### src/rtl/entrada_dados_fila_pkg.sv
// Shared defaults and sizing helper for the data-entry capture FIFO.
package entrada_dados_fila_pkg;

  localparam int ENTRADA_WIDTH_DEFAULT = 18;
  localparam int ENTRADA_DEPTH_DEFAULT = 4;
  localparam int SYNC_STAGES_DEFAULT   = 2;

  // Bits needed to hold an occupancy of 0..depth inclusive.
  function automatic int count_width(input int depth);
    return $clog2(depth + 1);
  endfunction

endpackage

### src/rtl/entrada_dados_fila_sincronizador_borda.sv
// Button synchroniser with rising-edge detector; every flop resets high so a
// button held through reset must be released before it can produce an event.
module sincronizador_borda
  import entrada_dados_fila_pkg::*;
#(
  parameter int STAGES = SYNC_STAGES_DEFAULT
) (
  input  logic clock,
  input  logic reset,
  input  logic async_i,
  output logic rise_o
);

  logic [STAGES-1:0] sync_q;
  logic              dly_q;

  always_ff @(posedge clock) begin
    if (reset) begin
      sync_q <= '1;
      dly_q  <= 1'b1;
    end else begin
      sync_q <= {sync_q[STAGES-2:0], async_i};
      dly_q  <= sync_q[STAGES-1];
    end
  end

  assign rise_o = sync_q[STAGES-1] & ~dly_q;

endmodule

### src/rtl/entrada_dados_fila.sv
// Input-capture FIFO: `in` pushes the switch bus, `enter` pops the head entry.
module entrada_dados_fila
  import entrada_dados_fila_pkg::*;
#(
  parameter int WIDTH       = ENTRADA_WIDTH_DEFAULT,
  parameter int DEPTH       = ENTRADA_DEPTH_DEFAULT,
  parameter int SYNC_STAGES = SYNC_STAGES_DEFAULT
) (
  input  logic                           clock,
  input  logic                           reset,
  input  logic [WIDTH-1:0]               entrada,
  input  logic                           in,
  input  logic                           enter,
  output logic                           sinal,
  output logic [WIDTH-1:0]               valor,
  output logic [count_width(DEPTH)-1:0]  count,
  output logic                           full,
  output logic                           overflow
);

  localparam int AW = $clog2(DEPTH);
  localparam int CW = count_width(DEPTH);

  logic             rise_in, rise_enter;
  logic [WIDTH-1:0] mem_q [DEPTH];
  logic [AW-1:0]    rd_ptr_q, rd_ptr_d, wr_ptr_q, wr_ptr_d;
  logic [CW-1:0]    count_q, count_d;
  logic             overflow_q, overflow_d;
  logic             empty_w, full_w, push_ok, pop_ok;

  sincronizador_borda #(.STAGES(SYNC_STAGES)) u_sync_in (
    .clock   (clock),
    .reset   (reset),
    .async_i (in),
    .rise_o  (rise_in)
  );

  sincronizador_borda #(.STAGES(SYNC_STAGES)) u_sync_enter (
    .clock   (clock),
    .reset   (reset),
    .async_i (enter),
    .rise_o  (rise_enter)
  );

  // A pop in the same cycle frees the slot, so a full FIFO still accepts the push.
  always_comb begin
    empty_w    = (count_q == '0);
    full_w     = (count_q == CW'(DEPTH));
    pop_ok     = rise_enter & ~empty_w;
    push_ok    = rise_in & (~full_w | pop_ok);
    rd_ptr_d   = rd_ptr_q;
    wr_ptr_d   = wr_ptr_q;
    count_d    = count_q;
    overflow_d = overflow_q | (rise_in & full_w & ~pop_ok);
    if (push_ok) wr_ptr_d = wr_ptr_q + AW'(1);
    if (pop_ok)  rd_ptr_d = rd_ptr_q + AW'(1);
    case ({push_ok, pop_ok})
      2'b10:   count_d = count_q + CW'(1);
      2'b01:   count_d = count_q - CW'(1);
      default: count_d = count_q;
    endcase
  end

  always_ff @(posedge clock) begin
    if (reset) begin
      rd_ptr_q   <= '0;
      wr_ptr_q   <= '0;
      count_q    <= '0;
      overflow_q <= 1'b0;
    end else begin
      rd_ptr_q   <= rd_ptr_d;
      wr_ptr_q   <= wr_ptr_d;
      count_q    <= count_d;
      overflow_q <= overflow_d;
    end
  end

  always_ff @(posedge clock) begin
    if (push_ok) mem_q[wr_ptr_q] <= entrada;
  end

  assign sinal    = ~empty_w;
  assign full     = full_w;
  assign count    = count_q;
  assign overflow = overflow_q;
  assign valor    = empty_w ? '0 : mem_q[rd_ptr_q];

endmodule

### config.mk
export PLATFORM = sky130hd
export DESIGN_NAME = entrada_dados_fila
export DESIGN_NICKNAME = d
export VERILOG_FILES = /design/src/rtl/entrada_dados_fila_pkg.sv /design/src/rtl/entrada_dados_fila_sincronizador_borda.sv /design/src/rtl/entrada_dados_fila.sv
export SDC_FILE = /design/constraint.sdc
export NUM_CORES = 1
export LEC_CHECK = 0
export BUFFER_PORTS_ARGS = -buffer_cell sky130_fd_sc_hd__buf_2
export CAP_MARGIN = 0
export CORE_MARGIN = 5
export CORE_UTILIZATION = 51
export CTS_BUF_LIST = sky130_fd_sc_hd__clkbuf_16
export CTS_CLUSTER_DIAMETER = 100
export DETAILED_ROUTE_END_ITERATION = 10
export GPL_TIMING_DRIVEN = 1
export PLACE_DENSITY_LB_ADDON = 0.15
export SETUP_SLACK_MARGIN = 0.05
export SYNTH_ARGS = -nofsm -noshare
export SYNTH_HDL_FRONTEND = slang
export SYNTH_HIERARCHICAL = 1
export SYNTH_SLANG_ARGS = --single-unit
### constraint.sdc
create_clock -name clock -period 1.94 [get_ports clock]
set_clock_uncertainty 0.2 [all_clocks]
set_input_delay 0.194 -clock clock [delete_from_list [all_inputs] [get_ports clock]]
set_output_delay 0.194 -clock clock [all_outputs]
set_load 0.01 [all_outputs]
==> results of run 1 <==
==> power breakdown <==
group          internal [mW]  total [mW]  leakage [nW]  switching (mW)
Sequential              2.05        2.05         0.781         0.00431
Clock                  0.875        1.57         0.130           0.697
Combinational         0.0653       0.115         0.735          0.0502
==> per-stage QoR <==
| step | instances | utilization [%] | area (µm²) | hold WS, ns | setup slack (ns) |
|---|---|---|---|---|---|
| floorplan | 195 | - | 3520 | 0.0911 | -0.0232 |
| global placement | 321 | 57.5 | 3890 | 0.173 | -0.0557 |
| detailed placement | 321 | 57.5 | 3890 | 0.177 | -0.115 |
| CTS | 358 | 65.6 | 4430 | 0.0129 | -0.141 |
| global route | 365 | 67.1 | 4530 | 0.0338 | -0.173 |
| finish | 365 | 67.1 | 4530 | 0.0139 | -0.117 |
==> cell type report <==
class / count / area [µm²] / share of cell area, %
Clock buffer: 9 / 225 / 4.97
Clock inverter: 7 / 53.8 / 1.19
Inverter: 5 / 18.8 / 0.414
Multi-Input combinational cell: 92 / 1000 / 22.1
Sequential cell: 88 / 2500 / 55.0
Tap cell: 80 / 100 / 2.21
Timing Repair Buffer: 84 / 638 / 14.1
==> flip-flops by register name, indices dropped and copies added (netlist names), named ones only <==
register / cells
u_sync_enter/dly_q: 1
u_sync_in/sync_q: 2
wr_ptr_q: 2
mem_q: 72
rd_ptr_q: 2
u_sync_enter/sync_q: 2
overflow: 1
u_sync_in/dly_q: 1
count: 3
==> routing by layer <==
metal  share of wire (%)  global-route usage [%]  vias up
met5                   0                       0        -
met2                  53                    26.5       39
met1                  42                    17.8      940
met3                 3.7                    3.98       10
met4                 1.6                    5.86        0
li1                    -                       -      908
==> cells by family (layout without fill, tap and decap cells) <==
kind of cell	after synthesis	in the layout	share of synthesized area, %
AO/OA/AOI/OAI	7	7	1.61
XOR/XNOR	3	3	0.750
adder cells (fa/ha/maj)	5	5	2.00
buffers and inverters	15	105	2.29
flip-flops	88	88	70.9
multiplexers	23	23	13.1
AND/OR/NAND/NOR	54	54	9.36
==> worst max path at each step <==
stage	from	to	slack (ns)	cells past startpoint
4_1_cts	flip-flop	valor[14]	-0.14	4
5_1_grt	flip-flop	valor[10]	-0.17	4
2_1_floorplan	u_sync_enter/sync_q[1]	count[1]	-0.02	7
6_report	flip-flop	valor[12]	-0.12	4
3_5_place_dp	u_sync_enter/sync_q[1]	count[2]	-0.12	7
3_3_place_gp	u_sync_enter/sync_q[1]	count[1]	-0.06	6
==> cells in the final DEF, fill, tap and decap left out, types with 2 or more instances in the layout <==
master         netlist  routed
a31oi_1              2       2
dfxtp_1             16      11
nor2b_2              1       2
dlygate4sd3_1        0      20
dfxtp_2              0       2
buf_12               0       3
inv_1                5       4
clkinv_4             0       2
mux2i_1              2       2
clkinvlp_4           0       2
mux4_2              18      18
dfxtp_4              0       3
nand2b_1             4       3
nor2b_1             21      19
xor2_1               2       2
buf_4                0      10
or2_1                6       6
mux2_1               3       2
inv_6                0       2
nor4b_2              1       2
nor2_1              12      12
edfxtp_1            72      72
buf_2                6      46
and2_4               0       4
ha_1                 4       4
clkbuf_16            0       9
buf_6                2       4
==> what timing repair did <==
item / 4_1_cts / 5_1_grt
endpoints found under the hold margin: 74 / 0
gates resized for setup: 15 / 14
setup buffers: 0 / 5
hold buffers: 20 / 0
cloned: 1 / 2
pin swaps: 1 / 4
setup endpoints to repair: 93 / 22
==> out/qor.txt, run 1 <==
first-pass GRT wire length - 9.66 mm
TritonCTS clock tree - yes
Netlist cell types - 31
RSZ-0062 raised after global routing - yes
Hold Path Depth - 2
HP Start - reset
Detailed Routing Iterations Pass 1 - 4
Inserted Diodes - 0
failing checks - setup timing
crit path launch type - flip-flop
R2R depth - 6
r2r setup slk - -0.03 ns
Site Rows - 30
die area - 8620 µm²
layout cells sized above 1 - 41.8%
DR vias/cell - 5.20
gr usage total - 15.1%
f_max - 0.486 GHz
global route total overflow - 0
Core ar. - 6760 µm²
chip width - 92.9 µm
worst-margin pin slew - 0.328 ns
post-synth net total - 222
detailed-route via count - 1,897
Peak VDD IR - 0.459 mV
mean post-synth cell area - 18.0 µm²
most common cell in the netlist - edfxtp_1
# DRC - 0
Worst Setup Path Type - reg -> out
P_leak - 1.65 nW
Slew Limit Fails - 0
Critical-path top delay cell - mux4_2
CTS HTree Levels - 3
I/O pin count - 46
Max-cap violations - 0
CTS buffer count - 9
pwr/cell area - 825 nW/µm²
final hold violation count - 0
Final ANT Viol Nets - 0
Synth area leader - edfxtp_1
CP Buf/Inv Count - 2
routability cong. - 0.666
FF+latch count, synth - 88
Die Y - 92.9 µm
Mapped Cells - 195
PnR worst setup slack - -0.117 ns
Hold Path Class - in -> reg
hold path endpoint - rd_ptr_q[0]
initial antenna violation count - 0
CP Capture Type - output port
Initial Util - 51.8%
clock tree sinks - 88
slowest stage delay, CP - 0.50 ns
yosys warns - 6
number of flops mapped to enable cells by yosys - 72
I/O Buffers - 45
fin nets - 307
Layout area overhead - 29.5%
Area contributors post-synth - edfxtp_1 (62%), mux4_2 (12%), dfxtp_1 (9.1%), nor2b_1 (3.8%), ha_1 (1.4%)
setup violators final - 19
cells along the critical path - buf_16 > mux4_2 > nor2b_1 > buf_2
top cells by count, synth - edfxtp_1 (72), nor2b_1 (21), mux4_2 (18)
Final Cycle Share - 106%
r2r endpoint - count[1]
DRT iter0 DRCs - 89
Avg WL per Cell - 17.1 µm
top-area cell type share of the netlist area - 61.7%
vias in the first global route - 1,922
sequential area share after synthesis - 70.9%
post-synthesis async set-or-reset flop share - 0%
fin crit period - 2.06 ns
Clock Latency Late Sink - 0.33 ns
CP arrival - 1.66 ns
fill cell count - 476
maximum fanout along the worst path - 9
Syn Std Cell Area - 3500 µm²
Worst slew margin - 78.1%
Critical Path RT - 1.55 ns
Total Neg Setup Slack - -1.64 ns
Top Family by Delay on Critical Path - multiplexers
total wire length - 6.25 mm
status - finished, violations left
CTS max path bufs - 2
clock-pin slew on the worst setup and hold paths - 0.06 ns
largest net degree at the start of global routing - 20
reg-to-reg startpoint - u_sync_enter/sync_q[1]
hpwl dp - 3.57 mm
power consumption - 3.74 mW
Most used DFF post-synth - edfxtp_1
Clock Tree Root - clkbuf_16
No activity file was read; power rests on OpenSTA's default activity.
==> inputs of run 2 (changes only) <==
--- a/config.mk
+++ b/config.mk
@@ -8,6 +8,8 @@
 export BUFFER_PORTS_ARGS = -buffer_cell sky130_fd_sc_hd__buf_2
 export CAP_MARGIN = 0
+export CELL_PAD_IN_SITES_DETAIL_PLACEMENT = 1
+export CELL_PAD_IN_SITES_GLOBAL_PLACEMENT = 1
 export CORE_MARGIN = 5
-export CORE_UTILIZATION = 51
+export CORE_UTILIZATION = 44
 export CTS_BUF_LIST = sky130_fd_sc_hd__clkbuf_16
 export CTS_CLUSTER_DIAMETER = 100
@@ -15,4 +17,5 @@
 export GPL_TIMING_DRIVEN = 1
 export PLACE_DENSITY_LB_ADDON = 0.15
+export RECOVER_POWER = 100
 export SETUP_SLACK_MARGIN = 0.05
 export SYNTH_ARGS = -nofsm -noshare
==> constraint.sdc (replaced) <==
create_clock -name clock -period 1.94 [get_ports clock]
set_clock_uncertainty 0.2 [all_clocks]
set_input_delay 0.097 -clock clock [delete_from_list [all_inputs] [get_ports clock]]
set_output_delay 0.097 -clock clock [all_outputs]
set_load 0.01 [all_outputs]
==> run 2 against run 1 <==
  * The flow still finishes with violations (setup timing)
  * Register-to-register slack better by 0.02 ns
  * Count of clock-buffer cells in the layout unchanged
  * Via count up 0.74%
  * Design area up 0.61%
==> out/qor.txt, run 2 (synthesis gave the netlist of run 1 again) <==
status - finished, violations left
failing checks - setup timing
Critical Path RT - 1.64 ns
cells along the critical path - buf_8 > mux4_2 > nor2b_1 > buf_2
Critical-path top delay cell - mux4_2
RSZ-0062 raised after global routing - yes
f_max - 0.505 GHz
gr usage total - 14.4%
commonest non-fill, non-tap cell in the layout - edfxtp_1
I/O pin count - 46
routability cong. - 0.669
Slew Limit Fails - 0
cell area after placement - 3950 µm²
hold path endpoint - u_sync_in/sync_q[1]
# DRC - 0
clock-pin slew on the worst setup and hold paths - 0.06 ns
HP Start - u_sync_in/sync_q[0]
Core ar. - 7730 µm²
fill cell count - 748
final hold violation count - 0
Final ANT Viol Nets - 0
power consumption - 3.84 mW
reg-to-reg startpoint - u_sync_enter/sync_q[1]
Die Y - 99.2 µm
Largest Register - mem_q
TritonCTS clock tree - yes
largest net degree at the start of global routing - 20
DRT iter0 DRCs - 59
Hold Path Class - reg -> reg
CTS HTree Levels - 3
Max-cap violations - 0
CP Capture Type - output port
vias in the first global route - 2,095
crit path launch type - flip-flop
Clock Tree Root - clkbuf_16
placed cell count - 349
Initial Util - 45.3%
area of the multi-input gates - 1030 µm²
r2r endpoint - count[1]
Worst slew margin - 70.0%
PnR worst setup slack - -0.0412 ns
fin nets - 309
design area - 4560 µm²
DR vias/cell - 4.93
hpwl dp - 4.16 mm
R2R depth - 6
most frequent cells in the layout - edfxtp_1 (72), buf_2 (26), dlygate4sd3_1 (21), clkbuf_1 (21), nor2b_1 (19)
maximum fanout along the worst path - 5
Detailed Routing Iterations Pass 1 - 4
CP arrival - 1.68 ns
Avg WL per Cell - 17.2 µm
Post-Layout Cell Count - 388
number of flip-flops in the largest register - 72
die area - 9840 µm²
Layout area overhead - 30.3%
first-pass GRT wire length - 10.7 mm
global route total overflow - 0
Worst Setup Path Type - reg -> out
worst-margin pin slew - 0.444 ns
clock tree sinks - 88
chip width - 99.2 µm
pwr/cell area - 843 nW/µm²
Inserted Diodes - 0
total wire length - 6.66 mm
I/O Buffers - 45
detailed-route via count - 1,911
Clock Latency Late Sink - 0.33 ns
Site Rows - 32
Final Cycle Share - 102%
Hold Path Depth - 1
setup violators final - 13
fin crit period - 1.98 ns
P_leak - 1.59 nW
CTS max path bufs - 2
CTS buffer count - 9
Peak VDD IR - 0.395 mV
slowest stage delay, CP - 0.51 ns
r2r setup slk - -0.01 ns
layout cells sized above 1 - 35.0%
Reg area - 2490 µm²
initial antenna violation count - 0
## run 2: changes by cell type in the layout (fill, tap and decap cells not counted), sizes merged
cell,delta
buf,-20
bufinv,+1
clkinv,-2
clkbuf,+21
clkinvlp,+1
dlygate4sd3,+1
inv,-1
## run 2: through the flow
step	setup slack, ns	TNS, ns	hold slack, ns	util (%)
after CTS	-0.0634	-0.592	0.221	58.5
after floorplan	-0.0232	-0.0372	-0.00586	-
after global placement	-0.0569	-3.46	0.0778	51.1
final	-0.0412	-0.289	0.214	59.0
after detailed placement	-0.103	-5.92	0.0792	51.1
after global routing	-0.0842	-1.19	0.236	59.0
## run 2: what timing repair did
action / CTS / global route
pin swaps: 2 / 6
endpoints found under the hold margin: 80 / 0
gates resized for setup: 16 / 10
gates cloned: 1 / 0
setup buffers: 1 / 1
hold buffers: 21 / 0
endpoints found under the setup margin: 92 / 21
## run 2: critical path, delay by kind of cell, from the launching register on
family,cells,cell delay (ns)
simple gates,1,0.14
flops,1,0.41
mux,1,0.51
buf+inv,2,0.29
## run 2: layout make-up
class                           count  share of cell area (%)
Sequential cell                    88                    54.6
Clock inverter                      6                    1.54
Multi-Input combinational cell     92                    22.7
Clock buffer                        9                    4.94
Timing Repair Buffer               86                    13.1
Tap cell                          102                    2.80
Inverter                            5                   0.411
## run 2: worst max-delay path by stage
stage	startpoint	endpoint	depth (start not counted)
5_1_grt	flip-flop	valor[11]	4
4_1_cts	flip-flop	valor[1]	4
2_1_floorplan	u_sync_enter/sync_q[1]	count[1]	7
3_3_place_gp	u_sync_enter/sync_q[1]	mem_q[0][3]	5
3_5_place_dp	u_sync_enter/sync_q[1]	count[2]	7
6_report	flip-flop	valor[1]	4
## run 2: metal layers
metal	GRT usage [%]	wire length (µm)	part of all wire, %	vias to the layer above
met2	26.1	3550	53	37
met3	3.79	272	4.1	11
met4	4.10	79	1.2	0
met1	16.7	2760	41	957
li1	-	-	-	906
met5	0	0	0	-
## run 2: power breakdown
group	switching [mW]	total, mW	internal, mW	leakage, nW
Clock	0.674	1.67	0.995	0.134
Sequential	0.00524	2.06	2.05	0.779
Combinational	0.0534	0.116	0.0629	0.678
Total	0.733	3.84	3.11	1.59
